--- config.mk ---
export PLATFORM = sky130hd
export DESIGN_NAME = bus_write_router_flat
export DESIGN_NICKNAME = d
export VERILOG_FILES = /design/src/rtl/bus_write_router_if.sv /design/src/rtl/bus_write_router.sv /design/src/flat_wrapper.sv
export SDC_FILE = /design/constraint.sdc
export NUM_CORES = 1
export LEC_CHECK = 0
export ABC_AREA = 1
export BUFFER_PORTS_ARGS = -buffer_cell sky130_fd_sc_hd__buf_2
export CAP_MARGIN = 20
export CORE_MARGIN = 2
export CORE_UTILIZATION = 30
export CTS_CLUSTER_SIZE = 8
export DETAILED_ROUTE_END_ITERATION = 7
export PLACE_DENSITY = 0.49
export SLEW_MARGIN = 20
export SYNTH_ARGS = -nofsm -noshare
export SYNTH_HDL_FRONTEND = slang
export SYNTH_SLANG_ARGS = --single-unit
--- constraint.sdc ---
create_clock -name clk -period 2.35 [get_ports clk]
set_clock_uncertainty 0.2 [all_clocks]
set_input_delay 0.235 -clock clk [delete_from_list [all_inputs] [get_ports clk]]
set_output_delay 0.235 -clock clk [all_outputs]
set_load 0.05 [all_outputs]
--- src/rtl/bus_write_router_if.sv ---
// Pipeline write-bus bundle. The pipeline is the master and the router is the slave.
interface bus_write_router_if;
    logic [31:0] bus_addr;
    logic [31:0] bus_dout;
    logic        bus_write_valid;
    logic        bus_write_ready;

    modport master (
        output bus_addr,
        output bus_dout,
        output bus_write_valid,
        input  bus_write_ready
    );

    modport slave (
        input  bus_addr,
        input  bus_dout,
        input  bus_write_valid,
        output bus_write_ready
    );
endinterface

--- src/rtl/bus_write_router.sv ---
// Routes pipeline writes into per-channel FIFOs for write-only peripherals.
// Writes to nonexistent channels in the device region are dropped and counted.
module bus_write_router #(
    parameter int          N_CH    = 2,
    parameter int          DATA_W  = 8,
    parameter int          DEPTH   = 4,
    parameter int          TAG_LO  = 4,
    parameter logic [31:0] TAG     = 28'hFFF_FFFF,
    parameter int          SEL_LSB = 2,
    parameter int          SEL_W   = 2,
    parameter int          ERR_W   = 8
) (
    input  logic                                clk,
    input  logic                                rst_n,
    bus_write_router_if.slave                   bus,
    output logic [N_CH-1:0]                     dev_valid,
    output logic [N_CH*DATA_W-1:0]              dev_data,
    input  logic [N_CH-1:0]                     dev_ready,
    output logic [N_CH*($clog2(DEPTH)+1)-1:0]   dev_level,
    input  logic                                err_clr,
    output logic [ERR_W-1:0]                    err_count,
    output logic                                err_sticky
);
    localparam int AW = $clog2(DEPTH);
    localparam int LW = AW + 1;

    logic             hit;
    logic [SEL_W-1:0] ch;
    logic             mapped;
    logic             unmapped;
    logic [N_CH-1:0]  full;
    logic             full_sel;
    logic             accept;
    logic             unused_bits;

    assign hit      = (bus.bus_addr[31:TAG_LO] == TAG[31-TAG_LO:0]);
    assign ch       = bus.bus_addr[SEL_LSB +: SEL_W];
    assign mapped   = hit && (int'(ch) < N_CH);
    assign unmapped = hit && (int'(ch) >= N_CH);

    assign unused_bits = ^{bus.bus_addr, bus.bus_dout};

    // Index through a loop so an out-of-range channel never indexes past full[]
    always_comb begin
        full_sel = 1'b0;
        for (int i = 0; i < N_CH; i++) begin
            if (ch == SEL_W'(i)) full_sel = full[i];
        end
    end

    // Ready depends only on registered occupancy, never on dev_ready
    assign bus.bus_write_ready = !(mapped && full_sel);
    assign accept              = bus.bus_write_valid && bus.bus_write_ready;

    for (genvar i = 0; i < N_CH; i++) begin : g_ch
        logic [DATA_W-1:0] mem [DEPTH];
        logic [AW-1:0]     rd_ptr;
        logic [AW-1:0]     wr_ptr;
        logic [LW-1:0]     level;
        logic              push;
        logic              pop;

        assign push = accept && mapped && (ch == SEL_W'(i));
        assign pop  = (level != '0) && dev_ready[i];
        assign full[i] = (level == LW'(DEPTH));

        assign dev_valid[i]                   = (level != '0);
        assign dev_data[i*DATA_W +: DATA_W]   = mem[rd_ptr];
        assign dev_level[i*LW +: LW]          = level;

        always_ff @(posedge clk or negedge rst_n) begin
            if (!rst_n) begin
                for (int k = 0; k < DEPTH; k++) mem[k] <= '0;
                rd_ptr <= '0;
                wr_ptr <= '0;
                level  <= '0;
            end else begin
                if (push) begin
                    mem[wr_ptr] <= bus.bus_dout[DATA_W-1:0];
                    wr_ptr      <= wr_ptr + AW'(1);
                end
                if (pop) rd_ptr <= rd_ptr + AW'(1);
                case ({push, pop})
                    2'b10:   level <= level + LW'(1);
                    2'b01:   level <= level - LW'(1);
                    default: level <= level;
                endcase
            end
        end
    end

    // Clear takes effect first so a concurrent unmapped write still registers
    always_ff @(posedge clk or negedge rst_n) begin
        if (!rst_n) begin
            err_count  <= '0;
            err_sticky <= 1'b0;
        end else if (err_clr) begin
            err_count  <= (accept && unmapped) ? ERR_W'(1) : '0;
            err_sticky <= accept && unmapped;
        end else if (accept && unmapped) begin
            err_sticky <= 1'b1;
            if (err_count != '1) err_count <= err_count + ERR_W'(1);
        end
    end
endmodule
--- src/flat_wrapper.sv ---
// flat-port wrapper written by rule: the top's interface ports become plain ports
module bus_write_router_flat 
#(
    parameter int          N_CH    = 2,
    parameter int          DATA_W  = 8,
    parameter int          DEPTH   = 4,
    parameter int          TAG_LO  = 4,
    parameter logic [31:0] TAG     = 28'hFFF_FFFF,
    parameter int          SEL_LSB = 2,
    parameter int          SEL_W   = 2,
    parameter int          ERR_W   = 8
)
  (clk, rst_n, dev_valid, dev_data, dev_ready, dev_level, err_clr, err_count, err_sticky, bus_bus_addr, bus_bus_dout, bus_bus_write_valid, bus_bus_write_ready);
  bus_write_router_if bus_i ();
  input  logic clk;
  input  logic rst_n;
  output logic [N_CH-1:0] dev_valid;
  output logic [N_CH*DATA_W-1:0] dev_data;
  input  logic [N_CH-1:0] dev_ready;
  output logic [N_CH*($clog2(DEPTH)+1)-1:0] dev_level;
  input  logic err_clr;
  output logic [ERR_W-1:0] err_count;
  output logic err_sticky;
  input wire logic [$bits(bus_i.bus_addr)-1:0] bus_bus_addr;
  input wire logic [$bits(bus_i.bus_dout)-1:0] bus_bus_dout;
  input wire logic [$bits(bus_i.bus_write_valid)-1:0] bus_bus_write_valid;
  output wire logic [$bits(bus_i.bus_write_ready)-1:0] bus_bus_write_ready;
  assign bus_i.bus_addr = bus_bus_addr;
  assign bus_i.bus_dout = bus_bus_dout;
  assign bus_i.bus_write_valid = bus_bus_write_valid;
  assign bus_bus_write_ready = bus_i.bus_write_ready;
  bus_write_router #(.N_CH(N_CH), .DATA_W(DATA_W), .DEPTH(DEPTH), .TAG_LO(TAG_LO), .TAG(TAG), .SEL_LSB(SEL_LSB), .SEL_W(SEL_W), .ERR_W(ERR_W)) u_core (.clk(clk), .rst_n(rst_n), .bus(bus_i), .dev_valid(dev_valid), .dev_data(dev_data), .dev_ready(dev_ready), .dev_level(dev_level), .err_clr(err_clr), .err_count(err_count), .err_sticky(err_sticky));
endmodule
==> results.md, run 1 <==
* CP Capture Type: flip-flop
* Syn_area_per_cell at 8.12 sq um
* Area delta synth->final at 19.4%
* Total GRT Usage at 0.166
* Die Ht at 129 um
* Initial Util at 0.307
* Rows at 45
* Largest family of logic cells by synthesized area: simple AND/OR/NAND/NOR gates
* Filler Cell Count at ~1600
* Status: finished, final reports clean
* Synth Cell Area at approximately 4700 sq um
* CTS Buf Count at 9
* Tcrit/Tclk final at 0.932
* R2R Setup Slk at about 0.17 ns
* Worst hold start: bus_bus_addr[2]
* Worst-Skew Late Latency at approximately 0.34 ns
* Post-synthesis compound-gate area fraction at 0.0678
* RSZ-0062 raised after global routing: no
* Total negative slack at 0 ns
* Post-synthesis mux area share at 0
* WHS Endpoint: u_core.g_ch[1].wr_ptr[1]
* Pleak at between 2 and 3 nW
* GR Overflow Total at 0
* DR vias/cell at 4.88
* Max Freq at between 400 and 500 MHz
* Fin util at 0.367
* Cells after Synth at between 500 and 600
* Flops & latches, synth at 87
* Post-DR wirelength/cell at roughly 15 um
* Clk slew on worst S/H paths at ~0.060 ns
* Die X-Extent at around 130 um
* Worst reg2reg path depth at 11
* Routability cong. at 0.811
* Top Ports at about 100
* Vias in the first global route at between 4000 and 5000
* Root Buffer: clkbuf_16
* Final HPWL DP at 9.06 mm
* Crit path max fanout at 38
* Worst reg2reg endpoint: u_core.g_ch[0].level[2]
* Post CTS Setup Buffer Count at 0
* Max VDD drop at ~0.00070 V
* WS Path Type: in2reg
* Layout cells sized above 1 at 0.207
* DIE AREA at ~17000 sq um
* Final setup viols at 0
* Longest Clk Path Bufs at 2
* Drt first-iter violations at between 300 and 400
* HP Class: in2reg
* Tmin final at approximately 2.2 ns
* Synthesized net count at 660
* Port buffer count at 77
* H-tree depth at 3
* Worst rel slew slack at 0.501
* CTS tree: built
* YS warnings at 0
* Max-cap violations at 0
* Cell Pwr Density at between 1000 and 1500 nW/um^2
* Final hold vios at 0
* Cell depth of the worst hold path at 4
* Multi-input logic area at 2210 sq um
* Initial antenna violation count at 0
* Crit path DAT at ~2.2 ns
* DRT Wirelength at roughly 13 mm
* DRT Pass-1 Iters at 5
* Crit start category: input pin
* DR vias at 4194
* Worst Path Required at around 2.4 ns
* Worst r2r src: u_core.g_ch[0].level[0]
* Synth Area in Simple Gates at 0.333
* Nets at between 700 and 800
* Drt drc at 0
* Sequential share of the synthesized area at 0.464
* First-pass GRT wire length at around 22 mm
* Diode count at 0
* Post-Synth XOR/XNOR Area at 0.0243
* Least-Margin Pin Slew at 0.749 ns
* Core Box Area at ~15000 sq um
* Clock tree sinks at between 80 and 90
* Flip-flop and latch area at about 2200 sq um
* Largest net degree at the start of global routing at 55
* Yosys cell types at 27
* Routed Antenna Nets at 0
* Fin. max-slew vios at 0
* Synth Area in Adders at 0.0379
[worst max-delay path, cell delays in order]
cell and delay (ns):
dlygate4sd3_1 0.54, buf_2 0.14, inv_1 0.06, nand3_2 0.11, nor2_4 0.17, buf_4 0.41, nand3_1 0.35, nand2_1 0.14
nand2_1 0.06
[metal layers]
| metal | global-route usage | wire length, um | share of wire | vias up |
|---|---|---|---|---|
| li1 | - | - | - | 2055 |
| met1 | 0.220 | 6050 | 0.46 | 2031 |
| met2 | 0.277 | 6350 | 0.48 | 97 |
| met3 | 0.0353 | 630 | 0.048 | 11 |
| met4 | 0.0454 | 159 | 0.012 | 0 |
| met5 | 0 | 0 | 0 | - |
[sequential cells by signal, summed over array words and instances (netlist names)]
register	flops
u_core.g_ch.level	6
u_core.err_sticky	1
u_core.g_ch.wr_ptr	4
u_core.g_ch.mem	64
u_core.err_count	8
u_core.g_ch.rd_ptr	4
[logic make-up after synthesis]
kind of cell,count (synthesis)
adder cells (fa/ha/maj),13
XOR/XNOR,13
AND/OR/NAND/NOR,342
buffers and inverters,64
AO/OA/AOI/OAI,58
flip-flops,87
[layout by cell type (no fill, tap or decap), types with 3 or more instances in the layout]
cell,synthesis,layout
nor2_4,1,3
xnor2_1,4,4
buf_2,10,76
nand4_1,65,65
nor2_2,5,5
clkinv_2,0,3
dlygate4sd3_1,0,3
o21ai_0,37,35
inv_1,24,24
o22ai_1,16,16
clkbuf_16,0,9
nand2_1,192,190
nand3_4,4,4
nor2_1,50,48
ha_1,11,11
nand3_2,1,4
buf_4,1,13
dfrtp_2,0,6
xor2_1,9,9
dfrtp_1,87,81
nand3_1,21,18
[worst max-delay path by stage]
stage                                   from                      end  cells after the start
floorplan            u_core.g_ch[1].level[0]  u_core.g_ch[0].level[2]                     12
global placement            bus_bus_addr[21]   u_core.g_ch[1].mem[18]                     11
detailed placement          bus_bus_addr[25]   u_core.g_ch[1].mem[22]                     11
CTS                  u_core.g_ch[0].level[0]  u_core.g_ch[0].level[2]                     11
global route        u_core.g_ch[0].rd_ptr[0]              dev_data[6]                      4
finish                       bus_bus_addr[3]   u_core.g_ch[1].mem[23]                      9
[final cells by class]
cell class / count / share of cell area
Clock buffer: 10 / 0.0427
Clock inverter: 6 / 0.0150
Inverter: 26 / 0.0174
Multi-Input combinational cell: 426 / 0.395
Sequential cell: 87 / 0.390
Tap cell: 211 / 0.0472
Timing Repair Buffer: 93 / 0.0928
[repair_timing]
item,4_1_cts,5_1_grt
hold buffers,3,0
gates resized for setup,0,1
setup endpoints to repair,0,1
hold endpoints to repair,52,0
[Yosys cell counts]
cell type | count | area share
nand4_1 | 65 | 0.087
xor2_1 | 9 | 0.017
nor2_4 | 1 | 0.0024
nand2_1 | 192 | 0.15
nand3_2 | 1 | 0.0021
buf_8 | 6 | 0.019
nor2_2 | 5 | 0.0067
o22ai_1 | 16 | 0.021
buf_12 | 1 | 0.0043
a21boi_0 | 2 | 0.0032
fa_1 | 2 | 0.0085
dfrtp_1 | 87 | 0.46
buf_2 | 10 | 0.011
nor3b_1 | 1 | 0.0016
nor3_1 | 2 | 0.0021
inv_2 | 2 | 0.0016
inv_1 | 24 | 0.019
xnor2_1 | 4 | 0.0075
nand3_1 | 21 | 0.022
buf_4 | 1 | 0.0016
nor2_1 | 50 | 0.040
nand3_4 | 4 | 0.015
clkbuf_1 | 20 | 0.016
ha_1 | 11 | 0.029
a21o_1 | 1 | 0.0016
a21oi_1 | 2 | 0.0021
o21ai_0 | 37 | 0.040
[report_power, final]
part / internal (mW) / switching [mW] / total (mW)
Sequential: 1.60 / 0.116 / 1.72
Clock: 0.957 / 0.604 / 1.56
Combinational: 0.584 / 1.75 / 2.34
Total: 3.14 / 2.47 / 5.62
[through the flow]
step	power, mW	cell area (sq um)	instances	worst slack, ns	hold WS, ns
floorplan	3.47	4730	577	0.0127	-0.261
global placement	4.09	5240	840	0.0965	0.146
detailed placement	4.10	5240	840	0.0582	0.151
CTS	5.68	5590	859	0.163	0.0471
global route	5.93	5600	859	0.00810	0.0587
finish	5.62	5600	859	0.160	0.0441
Power figures use the tool's default switching activity.
==> inputs of run 2 (changes only) <==
--- a/config.mk
+++ b/config.mk
@@ -11,7 +11,8 @@
 export CORE_MARGIN = 2
 export CORE_UTILIZATION = 30
-export CTS_CLUSTER_SIZE = 8
+export CTS_CLUSTER_SIZE = 14
 export DETAILED_ROUTE_END_ITERATION = 7
 export PLACE_DENSITY = 0.49
+export SETUP_SLACK_MARGIN = 0.2
 export SLEW_MARGIN = 20
 export SYNTH_ARGS = -nofsm -noshare
==> constraint.sdc (replaced) <==
create_clock -name clk -period 2.35 [get_ports clk]
set_clock_uncertainty 0.2 [all_clocks]
set_input_delay 0.47 -clock clk [delete_from_list [all_inputs] [get_ports clk]]
set_output_delay 0.47 -clock clk [all_outputs]
set_load 0.05 [all_outputs]
==> run 2 against run 1 <==
  * Sequential share of layout area shrank 3.3 points
  * Routed wire length shrank 0.17%
  * Sequential power is essentially flat
  * Sequential cell count is the same
  * Die area is the same
==> results.md, run 2 (synthesis gave the netlist of run 1 again) <==
* CTS tree: built
* Core Box Area at 15300 sq um (unchanged)
* First-pass GRT wire length at 21.7 mm (+0.61%)
* Die Ht at 129 um (unchanged)
* M1 wire length at 6.09 mm (+0.69%)
* Largest stage delay, worst path at 0.44 ns (-0.10 ns)
* WL met3 at 527 um (-16%)
* Top Ports at 104 (unchanged)
* Rows at 45 (unchanged)
* Nets at 746 (+2.8%)
* RSZ-0062 raised after global routing: yes
* Top Registers: u_core.g_ch.mem (64), u_core.err_count (8), u_core.g_ch.level (6)
* Most frequent cells in the layout: nand2_1 (186), dfrtp_1 (79), nand4_1 (65)
* Pre-CTS setup slack at -0.107 ns (-0.165 ns)
* Tmin final at 2.20 ns (+0.00846 ns)
* Cell depth of the worst hold path at 3 (-1)
* Status: finished, final reports clean
* Most flop-heavy register: u_core.g_ch.mem
* Worst path top cell family by delay: flip-flops
* Final worst slack at 0.152 ns (-0.00846 ns)
* Initial Util at 0.307 (unchanged)
* Buf/Inv on CP at 2 (-2)
* DRT Pass-1 Iters at 6 (+1)
* Routed Antenna Nets at 0 (unchanged)
* Final HPWL DP at 8.93 mm (-1.5%)
* Max FFs per register at 64 (unchanged)
* Least-Margin Pin Slew at 0.503 ns (-0.246 ns)
* Fin. max-slew vios at 0 (unchanged)
* Die X-Extent at 129 um (unchanged)
* Largest net degree at the start of global routing at 39 (-29%)
* Crit start category: flip-flop
* Layout cells sized above 1 at 0.297 (+0.0901)
* Max VDD drop at 0.000676 V (-2.8%)
* Worst reg2reg path depth at 11 (unchanged)
* Drt first-iter violations at 291 (-25%)
* Tcrit/Tclk final at 0.935 (+0.00360)
* Vias in the first global route at 4188 (+0.65%)
* Post-DR wirelength/cell at 15.0 um (-2.3%)
* Worst rel slew slack at 0.665 (+0.164)
* GR Overflow Total at 0 (unchanged)
* Clock tree sinks at 87 (unchanged)
* Initial antenna violation count at 0 (unchanged)
* Total GRT Usage at 0.166 (about the same)
* Root Buffer: clkbuf_16
* Crit path DAT at 1.53 ns (-0.69 ns)
* Worst Path Required at 1.68 ns (-0.70 ns)
* Diode count at 0 (unchanged)
* CTS Buf Count at 9 (unchanged)
* Total negative slack at 0 ns (unchanged)
* Pleak at 3.05 nW (+7.0%)
* Clk slew on worst S/H paths at 0.06 ns (about the same)
* WL met2 at 6.38 mm (+0.52%)
* Crit. path cell count at 4 (-5)
* CP Cell Sequence: clkinvlp_4, o21ai_0, o22ai_2, buf_4
* CP max-delay cell: dfrtp_2
* Filler Cell Count at 1571 (-2.4%)
* Final setup viols at 0 (unchanged)
* H-tree depth at 3 (unchanged)
* Routability cong. at 0.800 (-1.3%)
* Cell Pwr Density at 1050 nW/um^2 (+4.5%)
* Crit path max fanout at 8 (-79%)
* Commonest non-fill, non-tap cell in the layout: nand2_1
* Drt drc at 0 (unchanged)
* Final hold vios at 0 (unchanged)
* DRT Wirelength at 13.2 mm (-0.17%)
* Area delta synth->final at 30.6%
* DIE AREA at 16600 sq um (unchanged)
* Worst-Skew Late Latency at 0.34 ns (about the same)
* Max-cap violations at 0 (unchanged)
* Max Freq at 455 MHz (-0.38%)
* HP Class: in2reg
* Longest Clk Path Bufs at 2 (unchanged)
* Top layer used by detailed routing: met4
* WS Path Type: reg2out
* CP Capture Type: primary output
* DR vias at 4186 (-0.19%)
* DR vias/cell at 4.77 (-2.4%)
* Port buffer count at 77 (unchanged)
==> run 2: cell types whose count changed in the layout (fill, tap and decap cells not counted), sizes merged <==
cell | previous run | this run
buf | 90 | 109
clkbuf | 10 | 14
clkinv | 4 | 1
clkinvlp | 0 | 2
dlygate4sd3 | 3 | 1
inv | 26 | 25
==> run 2: cell type report <==
| class | instances | area [sq um] | area share |
|---|---|---|---|
| Timing Repair inverter | 1 | 7.51 | 0.00123 |
| Sequential cell | 87 | 2190 | 0.357 |
| Tap cell | 211 | 264 | 0.0431 |
| Inverter | 26 | 104 | 0.0170 |
| Timing Repair Buffer | 112 | 805 | 0.131 |
| Clock inverter | 3 | 68.8 | 0.0112 |
| Clock buffer | 12 | 246 | 0.0403 |
| Multi-Input combinational cell | 426 | 2440 | 0.399 |
==> run 2: metal layers <==
metal	vias to the layer above	GRT usage
met3	13	0.0374
met1	1992	0.220
met4	0	0.0499
li1	2103	-
met5	-	0
met2	78	0.273
==> run 2: path summary, 6_finish.rpt <==
path | from | to | slack (ns)
worst max register to register | u_core.g_ch[1].level[0] | u_core.g_ch[1].level[2] | 0.26
worst min register to register | u_core.g_ch[0].mem[19] | u_core.g_ch[0].mem[19] | 0.27
worst max-delay path | u_core.g_ch[0].rd_ptr[0] | dev_data[6] | 0.15
min in group asynchronous | rst_n | u_core.err_count[6] | 0.41
max in group asynchronous | rst_n | u_core.g_ch[0].rd_ptr[0] | 0.87
worst min-delay path | bus_bus_addr[3] | u_core.err_sticky | 0.24
==> run 2: where the power goes <==
group | leakage, nW | switching, mW | internal, mW
Combinational | 1.72 | 2.02 | 1.14
Clock | 0.153 | 0.577 | 0.957
Sequential | 1.18 | 0.123 | 1.61
==> run 2: what timing repair did <==
action | CTS | global route
cloned | 1 | 2
hold buffers | 1 | 0
pin swaps | 2 | 11
buffers inserted | 4 | 3
setup endpoints to repair | 17 | 65
hold endpoints to repair | 27 | 0
gates resized for setup | 34 | 42
==> run 2: tightest hold or removal path, stage by stage <==
cell and delay (ns):
buf_2 0.12, nand2_1 0.07, o21ai_0 0.08
==> run 2: through the flow <==
stage	area [sq um]	hold slack, ns	utilization	power (mW)	instances
5_1_grt	6120	0.232	0.401	6.76	878
3_3_place_gp	5520	0.248	0.362	4.34	852
2_1_floorplan	4910	-0.0256	-	3.68	577
3_5_place_dp	5520	0.253	0.362	4.34	852
6_report	6120	0.237	0.401	6.42	878
4_1_cts	5950	0.219	0.390	6.19	873
